$ cat src/rtl/lstm_cell_update.sv
// lstm_cell_update
//
// Purpose:
//   Back end of one LSTM cell. It sits after the four gate multiply-add stages
//   and takes their pre-activations zi/zf/zg/zo (signed fixed point, Q8.8 at
//   the default parameters). It applies piecewise-linear activations, updates
//   the internal cell state c, and produces h = o * tanh(c). All multiplies go
//   through one shared fixed-point multiplier, which a small FSM steps through
//   one operation per cycle.
//
// Ports:
//   clk          in   clock, all state changes on the rising edge
//   rst          in   synchronous active-high reset
//   in_valid     in   zi/zf/zg/zo/clear_state are valid
//   in_ready     out  block can accept an element (only while idle)
//   clear_state  in   use 0 instead of the stored cell state for this element
//   zi,zf,zg,zo  in   input/forget/candidate/output gate pre-activations
//   out_valid    out  h_out/c_out hold a finished result
//   out_ready    in   consumer takes the result
//   h_out        out  hidden state h
//   c_out        out  updated cell state c
module lstm_cell_update #(
  parameter int DATA_WIDTH  = 16,
  parameter int FRACT_WIDTH = 8
) (
  input  logic                  clk,
  input  logic                  rst,
  input  logic                  in_valid,
  output logic                  in_ready,
  input  logic                  clear_state,
  input  logic [DATA_WIDTH-1:0] zi,
  input  logic [DATA_WIDTH-1:0] zf,
  input  logic [DATA_WIDTH-1:0] zg,
  input  logic [DATA_WIDTH-1:0] zo,
  output logic                  out_valid,
  input  logic                  out_ready,
  output logic [DATA_WIDTH-1:0] h_out,
  output logic [DATA_WIDTH-1:0] c_out
);

  // One guard bit on top of the data width keeps activation and sum
  // intermediates from overflowing before they are clamped.
  localparam int XW = DATA_WIDTH + 1;
  localparam int PW = 2 * DATA_WIDTH;

  localparam logic signed [XW-1:0] ONE_X =
    {{(XW-FRACT_WIDTH-1){1'b0}}, 1'b1, {FRACT_WIDTH{1'b0}}};
  localparam logic signed [XW-1:0] HALF_X =
    {{(XW-FRACT_WIDTH){1'b0}}, 1'b1, {(FRACT_WIDTH-1){1'b0}}};
  localparam logic signed [XW-1:0] NEG_ONE_X = -ONE_X;

  localparam logic [DATA_WIDTH-1:0] SAT_MAX = {1'b0, {(DATA_WIDTH-1){1'b1}}};
  localparam logic [DATA_WIDTH-1:0] SAT_MIN = {1'b1, {(DATA_WIDTH-1){1'b0}}};

  typedef enum logic [2:0] {
    S_IDLE,
    S_ACT,
    S_MULF,
    S_MULI,
    S_ADD,
    S_MULO,
    S_DONE
  } state_t;

  // Hard sigmoid: (x/4 + 1/2) clamped to [0, 1].
  function automatic logic [DATA_WIDTH-1:0] hsig(input logic [DATA_WIDTH-1:0] x);
    logic signed [XW-1:0] xe;
    logic signed [XW-1:0] s;
    xe = {x[DATA_WIDTH-1], x};
    s  = (xe >>> 2) + HALF_X;
    if (s[XW-1]) begin
      s = '0;
    end else if (s > ONE_X) begin
      s = ONE_X;
    end
    return s[DATA_WIDTH-1:0];
  endfunction

  // Hard tanh: x clamped to [-1, 1].
  function automatic logic [DATA_WIDTH-1:0] htanh(input logic [DATA_WIDTH-1:0] x);
    logic signed [XW-1:0] xe;
    xe = {x[DATA_WIDTH-1], x};
    if (xe > ONE_X) begin
      xe = ONE_X;
    end else if (xe < NEG_ONE_X) begin
      xe = NEG_ONE_X;
    end
    return xe[DATA_WIDTH-1:0];
  endfunction

  // Fixed-point multiply. Operands are sign-extended to the full product width
  // so the low product bits are the exact signed product; the result keeps the
  // low DATA_WIDTH bits after dropping the fraction. Only f*c can exceed that
  // range in principle, and |f| <= 1 keeps it inside.
  function automatic logic [DATA_WIDTH-1:0] fx_mul(input logic [DATA_WIDTH-1:0] a,
                                                   input logic [DATA_WIDTH-1:0] b);
    logic signed [PW-1:0] ae;
    logic signed [PW-1:0] be;
    logic signed [PW-1:0] prod;
    ae   = {{DATA_WIDTH{a[DATA_WIDTH-1]}}, a};
    be   = {{DATA_WIDTH{b[DATA_WIDTH-1]}}, b};
    prod = ae * be;
    prod = prod >>> FRACT_WIDTH;
    return prod[DATA_WIDTH-1:0];
  endfunction

  // Saturating add: the guard bit differs from the data sign bit exactly
  // when the sum left the representable range.
  function automatic logic [DATA_WIDTH-1:0] sat_add(input logic [DATA_WIDTH-1:0] a,
                                                    input logic [DATA_WIDTH-1:0] b);
    logic signed [XW-1:0] sum;
    sum = $signed({a[DATA_WIDTH-1], a}) + $signed({b[DATA_WIDTH-1], b});
    if (sum[XW-1] != sum[XW-2]) begin
      return sum[XW-1] ? SAT_MIN : SAT_MAX;
    end
    return sum[DATA_WIDTH-1:0];
  endfunction

  state_t state_q, state_d;

  logic [DATA_WIDTH-1:0] i_q, i_d;
  logic [DATA_WIDTH-1:0] f_q, f_d;
  logic [DATA_WIDTH-1:0] g_q, g_d;
  logic [DATA_WIDTH-1:0] o_q, o_d;
  logic                  clr_q, clr_d;
  logic [DATA_WIDTH-1:0] c_q, c_d;
  logic [DATA_WIDTH-1:0] c_prev_q, c_prev_d;
  logic [DATA_WIDTH-1:0] p_q, p_d;
  logic [DATA_WIDTH-1:0] q_q, q_d;
  logic [DATA_WIDTH-1:0] h_out_q, h_out_d;
  logic [DATA_WIDTH-1:0] c_out_q, c_out_d;

  logic [DATA_WIDTH-1:0] mul_a;
  logic [DATA_WIDTH-1:0] mul_b;
  logic [DATA_WIDTH-1:0] mul_r;
  logic [DATA_WIDTH-1:0] c_new;

  // State register. Reset wins in every state, dropping any element in flight.
  always_ff @(posedge clk) begin
    if (rst) begin
      state_q <= S_IDLE;
    end else begin
      state_q <= state_d;
    end
  end

  // Next-state logic: a fixed walk through the datapath steps, with the only
  // waits being for an input in IDLE and for the consumer in DONE.
  always_comb begin
    state_d = state_q;
    case (state_q)
      S_IDLE:  if (in_valid) state_d = S_ACT;
      S_ACT:   state_d = S_MULF;
      S_MULF:  state_d = S_MULI;
      S_MULI:  state_d = S_ADD;
      S_ADD:   state_d = S_MULO;
      S_MULO:  state_d = S_DONE;
      S_DONE:  if (out_ready) state_d = S_IDLE;
      default: state_d = S_IDLE;
    endcase
  end

  // Handshake outputs are pure decodes of the state, so there is no path
  // from out_ready to in_ready.
  always_comb begin
    in_ready  = (state_q == S_IDLE);
    out_valid = (state_q == S_DONE);
  end

  // Shared multiplier operand select. Outside the three multiply states the
  // operands are don't-care and are tied to zero.
  always_comb begin
    mul_a = '0;
    mul_b = '0;
    case (state_q)
      S_MULF: begin
        mul_a = f_q;
        mul_b = c_prev_q;
      end
      S_MULI: begin
        mul_a = i_q;
        mul_b = g_q;
      end
      S_MULO: begin
        mul_a = o_q;
        mul_b = htanh(c_q);
      end
      default: begin
        mul_a = '0;
        mul_b = '0;
      end
    endcase
    mul_r = fx_mul(mul_a, mul_b);
    c_new = sat_add(p_q, q_q);
  end

  // Datapath register updates, one step per FSM state. Everything holds
  // otherwise, which is what keeps h_out/c_out stable in DONE and after the
  // handshake.
  always_comb begin
    i_d      = i_q;
    f_d      = f_q;
    g_d      = g_q;
    o_d      = o_q;
    clr_d    = clr_q;
    c_d      = c_q;
    c_prev_d = c_prev_q;
    p_d      = p_q;
    q_d      = q_q;
    h_out_d  = h_out_q;
    c_out_d  = c_out_q;
    case (state_q)
      S_IDLE: begin
        if (in_valid) begin
          i_d   = hsig(zi);
          f_d   = hsig(zf);
          g_d   = htanh(zg);
          o_d   = hsig(zo);
          clr_d = clear_state;
        end
      end
      S_ACT: begin
        c_prev_d = clr_q ? '0 : c_q;
      end
      S_MULF: begin
        p_d = mul_r;
      end
      S_MULI: begin
        q_d = mul_r;
      end
      S_ADD: begin
        c_d     = c_new;
        c_out_d = c_new;
      end
      S_MULO: begin
        h_out_d = mul_r;
      end
      default: begin
        c_d = c_q;
      end
    endcase
  end

  // Datapath registers. Cell state and the visible outputs clear on reset;
  // gate and product registers are cleared too so nothing stale is observable.
  always_ff @(posedge clk) begin
    if (rst) begin
      i_q      <= '0;
      f_q      <= '0;
      g_q      <= '0;
      o_q      <= '0;
      clr_q    <= 1'b0;
      c_q      <= '0;
      c_prev_q <= '0;
      p_q      <= '0;
      q_q      <= '0;
      h_out_q  <= '0;
      c_out_q  <= '0;
    end else begin
      i_q      <= i_d;
      f_q      <= f_d;
      g_q      <= g_d;
      o_q      <= o_d;
      clr_q    <= clr_d;
      c_q      <= c_d;
      c_prev_q <= c_prev_d;
      p_q      <= p_d;
      q_q      <= q_d;
      h_out_q  <= h_out_d;
      c_out_q  <= c_out_d;
    end
  end

  assign h_out = h_out_q;
  assign c_out = c_out_q;

endmodule

$ cat config.mk
export PLATFORM = sky130hd
export DESIGN_NAME = lstm_cell_update
export DESIGN_NICKNAME = d
export VERILOG_FILES = /design/src/rtl/lstm_cell_update.sv
export SDC_FILE = /design/constraint.sdc
export NUM_CORES = 1
export LEC_CHECK = 0
export ABC_AREA = 1
export CAP_MARGIN = 20
export CELL_PAD_IN_SITES_DETAIL_PLACEMENT = 0
export CELL_PAD_IN_SITES_GLOBAL_PLACEMENT = 1
export CORE_MARGIN = 5
export CORE_UTILIZATION = 30
export CTS_BUF_LIST = sky130_fd_sc_hd__clkbuf_16
export CTS_CLUSTER_DIAMETER = 40
export DETAILED_ROUTE_END_ITERATION = 10
export PLACE_DENSITY_LB_ADDON = 0.1
export RECOVER_POWER = 100
export SLEW_MARGIN = 10
export SYNTH_ARGS = -nofsm -noshare
export SYNTH_HDL_FRONTEND = slang
export SYNTH_SLANG_ARGS = --single-unit
$ cat constraint.sdc
create_clock -name clk -period 10.21 [get_ports clk]
set_clock_uncertainty 0.2 [all_clocks]
set_input_delay 1.021 -clock clk [delete_from_list [all_inputs] [get_ports clk]]
set_output_delay 1.021 -clock clk [all_outputs]
set_load 0.1 [all_outputs]
* Word-level counts from Yosys, hierarchy flattened
Index checks and enable logic that the tools add are counted.
** Cells by class
- $add $sub $neg :: 4
- Multipliers :: 1
- Magnitude comparators :: 7
- Equality and inequality tests :: 9
- Muxes and demuxes :: 20
- Reductions and logical operators :: 3
** Operators with widths (count)
- 16-bit 2-to-1 mux :: 14
- 16-bit one-hot mux with 3 select lines :: 2
- 14-bit by 9-bit adder with 15-bit output (second input constant) :: 3
- 15-bit by 10-bit greater-than comparator with 1-bit output (second input constant) :: 3
- 16-bit by 10-bit greater-than comparator with 1-bit output (second input constant) :: 2
- 16-bit by 9-bit less-than comparator with 1-bit output (second input constant) :: 2
- 16-bit by 16-bit multiplier with 24-bit output :: 1
- 3-bit one-hot mux with 7 select lines :: 1
- 16-bit by 16-bit adder with 17-bit output :: 1
- 3-bit == test (second input constant) :: 3
- 3-bit by 2-bit == test with 1-bit output (second input constant) :: 2
- 3-bit 2-to-1 mux :: 2
- 2-bit AND reduction :: 2
- 3-bit by 1-bit == test with 1-bit output (second input constant) :: 1
- 3-bit logical NOT :: 1
- 2-bit by 1-bit != test with 1-bit output (second input constant) :: 1
- 2-bit != test (second input constant) :: 1
- 1-bit 2-to-1 mux :: 1
- 1-bit != test :: 1
** Word-level totals
- Bits in registers :: 148
- Bits of input ports :: 69
- Output and inout port bits :: 34
- Logic and storage cells :: 55

* Depth between registers and ports, before layout
Gate-level depths: netlist of run 1.
- Depth after elaboration :: 5
- Gate-level depth with buffers :: 37
- Depth with buffers taken out :: 35

* Worst setup path after synthesis of run 1
No wires, ideal clock.
- Kind :: register to register
- From :: reg, netlist name c_out[14]
- To :: reg q_q[13]
- Setup time :: 109 ps
- Data arrival time :: 7143 ps
- Required time :: 9901 ps
- Slack :: 2758 ps
- Stages on the path, launching flop included :: 32
- Path buffers :: 1
- Period minus slack after synthesis :: 7452 ps
- Path through :: dfxtp_1 > nand4_1 > or2_2 > ha_1 > inv_1 > nand2_4 > inv_1 > nand3_1 > nand2_1 > inv_1 > clkbuf_1 > nor2_1 > fa_1 > inv_1 > fa_1 > inv_1 > fa_1 > inv_1 > fa_1 > fa_1 > fa_1 > inv_1 > ha_1 > a21oi_1 > o21ai_0 > a31oi_1 > o21ai_0 > a21oi_2 > xor2_1 > nand2_1 > nand2_1 > inv_1
** RTL lines
- end signal, assigned :: RTL line 268 : q_q <= q_d;
- end, declared :: RTL line 129 : logic [DATA_WIDTH-1:0] q_q, q_d;

* Final worst setup path of run 1
- From :: reg state_q[2]
- To :: reg q_q[13]
** On the way
- Cells in the longest elaborated chain, start to end :: 3
- Elaborated cells on any way between the ends :: 6
- Those cells by class :: 1 x mul; 3 x eq/ne; 2 x mux
** RTL lines
- start, declared :: RTL line 119 : state_t state_q, state_d;
- start signal, assigned :: RTL line 143 : state_q <= state_d;
- 3-bit == test (tied with other cells) :: RTL line 175 : case (state_q)
- 16-bit one-hot mux with 3 select lines :: RTL line 175
- 16-bit by 16-bit multiplier with 24-bit output :: RTL line 102 : prod = ae * be;
Parallel ways exist; a longest one is shown, timed or not.
A chain may end at the register's enable or synchronous reset.

==> impl_metrics.toml, run 1 <==
[yosys]
syn_area_um2 = 14070
synth_edf_count = 0
netlist.area_leader.share_pct = 21.92
avgSynthCellArea_um2 = 7.361
synth_most_common_cell = "nand2_1"
yosys-top-cells-count = "nand2_1, inv_1, nor2_1"
ys_top_cells_by_area = "fa_1, dfxtp_1, nand2_1, inv_1, ha_1"
synth_fp_nets = 2235
ys_types = 52
synth-seq-cells = 142
synthArstFlopShare_pct = 0
yosysWarnings = 0
synth_top_area_cell = "fa_1"
synth_ff_type = "dfxtp_1"
ys_seq_area_share_pct = 20.21
synthCells = 1911

[placed_design]
place_inst = 2566
gp_congestion = 0.8448
place_area_um2 = 15610
hpwl_mm = 36.56
portBuffers = 96

[timing]
post-route-period-util_pct = 89.10
worst_pin_slew_ns = 3.708
hold_viol_final = 0
fin_crit_ns = 9.097
slew_violations = 167
rsz0062_at_grt = "false"
setup_violations = 0
slew_headroom_pct = -147.2
max_clock_freq_mhz = 109.9
tns_ns = 0

[layout]
antennaDiodeCount = 0
fin_area_um2 = 16200
final_util_pct = 34.86
final_cells = 2598
areaGrowthSynthToFinish_pct = 15.13
final_layout_size_suffix_gt1_share_pct = 3.918
fin_nets = 2302
fillers = 5045

[floorplan]
die_w_um = 226.5
die_y_um = 226.5
coreArea_um2 = 46460
die-area_um2 = 51320
start_util_pct = 30.28
io-pin-count = 103
std_cell_rows = 79

[detailed_routing]
wire_per_inst_um = 17.52
drc = 0
drt_pass1_iterations = 5
via_per_inst = 4.737
vias = 12310
drtIter0Drc = 722
routed_wl_mm = 45.53
drtAntennaViolNets = 0

[min_path]
hp-class = "reg2reg"
min_path_cells = 2

[cts]
hold_buffers = 0
htree_levels = 4
clockRootBuffer = "clkbuf_16"
cts_made_buffers = 17
clockBufferDepth = 2
clkLatencyLatePin_ns = 0.44
post_cts_buffers = 0
cts_tree = "yes"
ctsResizeCount = 0
clkSinkCount = 142
path_clk_slew_ns = 0.06

[pwr]
p_sw_mw = 0.4696
pwr-share-seq_pct = 39.2
p_clk_share_pct = 42.4
p_leak_nw = 7.573
ir_drop_uv = 100.0
cellPowerDensity_nw_per_um2 = 95.23
switching_share_pct = 30.45
p_int_mw = 1.073
p_comb_share_pct = 18.4

[setup_path]
ff2ff_path_depth = 25
critPathMaxFanout = 30
reg2reg_slack_ns = 1.11
critPathLaunchType = "flip-flop"
cp.required_ns = 10.35
critical_path_arrival_ns = 9.23
criticalPathCategory = "reg2reg"
end_kind = "flip-flop"

[global_routing]
grt_max_degree = 71
antenna_found_initial = 0
grt_usage_pct = 18.36
globalRouteOverflowTotal = 0
grt_first_pass_wirelength_mm = 73.24
grt_pass1_vias = 12760

[job]
cap_violations = 3

[outcome]
outcome = "complete, but fails checks"
violations = "capacitance limit, slew limit"
-- final cells by class --
cell class,instances,area (um2),area share [%]
Clock buffer,17,425.4,2.627
Clock inverter,15,177.7,1.097
Inverter,379,1424,8.792
Multi-Input combinational cell,1326,9502,58.67
Sequential cell,142,2843,17.55
Tap cell,607,759.5,4.689
Timing Repair Buffer,112,1065,6.574
-- final timing paths --
path | startpoint | to
max | state_q[2] | q_q[13]
min | i_q[10] | i_q[10]
max reg2reg | state_q[2] | q_q[13]
min reg2reg | i_q[10] | i_q[10]
-- state kept, by name, indices dropped and copies added (netlist names) --
register  cells
state_q       3
g_q          16
clr_q         1
q_q          16
f_q          14
o_q          14
p_q          16
c_prev_q     16
h_out        16
i_q          14
c_out        16
-- power by group through the flow --
stage,combinational (mW),clock (mW),sequential (mW)
after floorplan,0.166,0,0.638
after global placement,0.288,0,0.618
after detailed placement,0.288,0,0.618
after CTS,0.290,0.673,0.606
after global routing,0.314,0.696,0.608
final,0.283,0.654,0.605
-- cell usage in the layout (no fill, tap or decap), drive strengths merged, types with 2 or more instances in the layout --
cell type and n:
nand2 408, inv 375, nor2 193, fa 154
dfxtp 142, a21oi 123, ha 101, nand3 95
o21ai 68, clkdlybuf4s50 60, dlygate4sd3 35, xor2 27
nand4 24, a22oi 22, o21a 21, clkbuf 20
clkinv 15, nor3 14, o211ai 14, buf 14
nor4 12, o21bai 9, xnor2 8, nand3b 5
or2 4, bufinv 4, and2 4, a211oi 3
a31oi 3, a21boi 3, and3 2, o31ai 2
o2111ai 2
-- logic make-up (layout without fill, tap and decap cells) --
kind of cell             count (synthesis)  in the layout  share of synthesized area, %
XOR/XNOR                                35             35                         2.179
flip-flops                             142            142                         20.21
AND/OR/NAND/NOR                        763            763                         22.88
buffers and inverters                  443            523                         12.21
adder cells (fa/ha/maj)                255            255                         30.90
AO/OA/AOI/OAI                          273            273                         11.63
-- critical path: stages (launching register included) --
cell and delay, ns:
dfxtp_1 0.36, inv_2 0.31, nand3_1 0.58, inv_1 1.11, a22oi_1 0.31, nand2_1 0.49, inv_1 0.27, nor2_1 0.20
fa_1 0.46, fa_1 0.51, inv_1 0.05, fa_1 0.47, fa_1 0.52, fa_1 0.52, fa_1 0.63, inv_1 0.07
ha_1 0.37, a21oi_1 0.22, o21ai_0 0.16, a31oi_1 0.15, o21ai_0 0.11, a21oi_2 0.14, xor2_1 0.53, nand2_1 0.10
nand2_1 0.09, inv_1 0.05
-- through the flow --
| stage | setup slack, ns | hold WS (ns) | power, mW |
|---|---|---|---|
| after detailed placement | 1.623 | 0.2299 | 0.9059 |
| after global routing | 0.5669 | 0.2652 | 1.619 |
| after CTS | 1.585 | 0.2407 | 1.569 |
| final | 1.113 | 0.2395 | 1.542 |
| after global placement | 1.693 | 0.2278 | 0.9064 |
| after floorplan | 2.758 | 0.2185 | 0.8040 |
-- per-layer routing --
metal	track usage (%)	wire (um)	vias up
li1	-	-	6095
met1	26.37	22620	6008
met2	30.29	21170	170
met3	2.279	1259	33
met4	2.989	478	0
met5	0	0	-
Note: power is estimated with default switching activity, not from simulation.
==> inputs of run 2 (changes only) <==
--- a/config.mk
+++ b/config.mk
@@ -9,6 +9,7 @@
 export CAP_MARGIN = 20
 export CELL_PAD_IN_SITES_DETAIL_PLACEMENT = 0
 export CELL_PAD_IN_SITES_GLOBAL_PLACEMENT = 1
+export CORE_ASPECT_RATIO = 1.4
 export CORE_MARGIN = 5
 export CORE_UTILIZATION = 30
 export CTS_BUF_LIST = sky130_fd_sc_hd__clkbuf_16
==> constraint.sdc (replaced) <==
create_clock -name clk -period 8.2 [get_ports clk]
set_clock_uncertainty 0.2 [all_clocks]
set_input_delay 0.82 -clock clk [delete_from_list [all_inputs] [get_ports clk]]
set_output_delay 0.82 -clock clk [all_outputs]
set_load 0.1 [all_outputs]
==> run 2 against run 1 <==
  * The run still ends with capacitance limit, slew limit left
  * Register-to-register slack worse by 0.67 ns
  * First-iteration DRC count down 23%
  * Non-clock buffer count up 57
  * Via count up 1.3%
  * Sequential power up 24%
  * Worst hold slack about the same
  * Clock-buffer cell count unchanged
  * Core utilization up 0.73 points
  * Critical path type unchanged
  * Critical endpoint is now p_q[12]
  * Largest cell class unchanged
==> impl_metrics.toml, run 2 (synthesized netlist as in run 1, its figures left out) <==
[cts]
cts_tree = "yes"
clkLatencyLatePin_ns = 0.43
cts_made_buffers = 17
htree_levels = 4
path_clk_slew_ns = 0.07
clkSinkCount = 142
clockRootBuffer = "clkbuf_16"
clockBufferDepth = 2
hold_buffers = 0

[detailed_routing]
wire_per_inst_um = 18.11
via_per_inst = 4.666
drt_pass1_iterations = 5
drtIter0Drc = 554
routed_wl_mm = 48.37
drtAntennaViolNets = 0
vias = 12460
drc = 0

[setup_path]
cpPeakStageDelay_ns = 0.55
critPathMaxFanout = 7
slowest_stage = "fa_1"
end_kind = "flip-flop"
critical_path_arrival_ns = 7.89
cp_common_cell = "inv_1"
criticalPathCategory = "reg2reg"
critPathLaunchType = "flip-flop"
ff2ff_path_depth = 32
cp.required_ns = 8.33

[floorplan]
die_w_um = 193.0
io-pin-count = 103
std_cell_rows = 94
die_y_um = 266.2
start_util_pct = 30.13
coreArea_um2 = 46690
die-area_um2 = 51380

[layout]
antennaDiodeCount = 0
mostFrequentLayoutCells = "nand2_1, inv_1, nor2_1, fa_1, dfxtp_1"
final_util_pct = 35.59
final_layout_size_suffix_gt1_share_pct = 6.937
fin_nets = 2359
final_cells = 2671
fin_area_um2 = 16620
final_common_cell = "nand2_1"
areaGrowthSynthToFinish_pct = 18.14

[global_routing]
grt_pass1_vias = 13270
grt_max_degree = 74
grt_usage_pct = 19.36
antenna_found_initial = 0
grt_first_pass_wirelength_mm = 76.04
globalRouteOverflowTotal = 0

[min_path]
hp-class = "reg2reg"
min_path_cells = 2

[timing]
rsz0062_at_grt = "false"
post-route-period-util_pct = 94.63
fin_crit_ns = 7.760
max_clock_freq_mhz = 128.9
setup_violations = 0
worst_pin_slew_ns = 3.411
slew_headroom_pct = -127.4
tns_ns = 0
hold_viol_final = 0
slew_violations = 120

[pwr]
ir_drop_uv = 120.0
p_sw_mw = 0.5959
p_comb_share_pct = 19.4
p_int_mw = 1.286
power.total_mw = 1.882
p_clk_share_pct = 40.8
switching_share_pct = 31.67
p_leak_nw = 7.820
pwr-share-seq_pct = 39.8
cellPowerDensity_nw_per_um2 = 113.2

[placed_design]
place_inst = 2637
hpwl_mm = 39.57
gp_congestion = 0.8402
portBuffers = 96
place_area_um2 = 16040

[outcome]
violations = "capacitance limit, slew limit"
outcome = "complete, but fails checks"

[job]
cap_violations = 2
[run 2: cell types whose count changed in the layout (fill, tap and decap cells not counted), sizes merged]
cell | before | now
buf | 14 | 67
bufinv | 4 | 2
clkbuf | 20 | 24
clkinv | 15 | 16
clkinvlp | 0 | 3
inv | 375 | 372
[run 2: path summary, 6_finish.rpt]
check                               start       to  slack (ns)
worst max-delay path            c_out[15]  p_q[12]        0.44
worst min-delay path              i_q[11]  i_q[11]        0.24
worst max register to register  c_out[15]  p_q[12]        0.44
worst min register to register    i_q[11]  i_q[11]        0.24
[run 2: what timing repair did]
item	in CTS	in global routing
setup buffers	0	3
gates resized for setup	0	3
setup endpoints to repair	0	3
[run 2: power by group through the flow]
stage          clock, mW  sequential, mW  combinational, mW
2_1_floorplan          0           0.795              0.207
3_3_place_gp           0           0.765              0.372
3_5_place_dp           0           0.765              0.372
4_1_cts            0.789           0.750              0.374
5_1_grt            0.817           0.753              0.403
6_report           0.767           0.749              0.365
[run 2: per-stage QoR]
stage / hold WS [ns] / setup WS (ns)
2_1_floorplan: 0.2185 / 0.7484
3_3_place_gp: 0.2267 / 0.3500
3_5_place_dp: 0.2283 / 0.3763
4_1_cts: 0.2401 / 0.3285
5_1_grt: 0.2587 / 0.03595
6_report: 0.2397 / 0.4402
[run 2: final cells by class]
cell class | count | area [um2]
Fill cell | 5097 | 30070
Multi-Input combinational cell | 1326 | 9512
Sequential cell | 142 | 2843
Timing Repair Buffer | 169 | 1485
Inverter | 379 | 1428
Tap cell | 624 | 780.7
Clock buffer | 17 | 425.4
Clock inverter | 14 | 145.1
[run 2: worst max-delay path: cells and delay by family, from the launching register on]
kind / cells / cell delay, ns
buffers and inverters: 10 / 1.16
flip-flops: 1 / 0.37
AND/OR/NAND/NOR: 8 / 1.08
XOR/XNOR: 1 / 0.22
adder cells (fa/ha/maj): 8 / 3.70
AO/OA/AOI/OAI: 5 / 0.89
[run 2: routing by layer]
metal	global-route usage [%]	share of wire [%]	up-vias
li1	-	-	6208
met5	0	0	-
met3	2.451	2.5	61
met4	5.648	2.7	0
met2	35.58	53	191
met1	23.45	42	6003
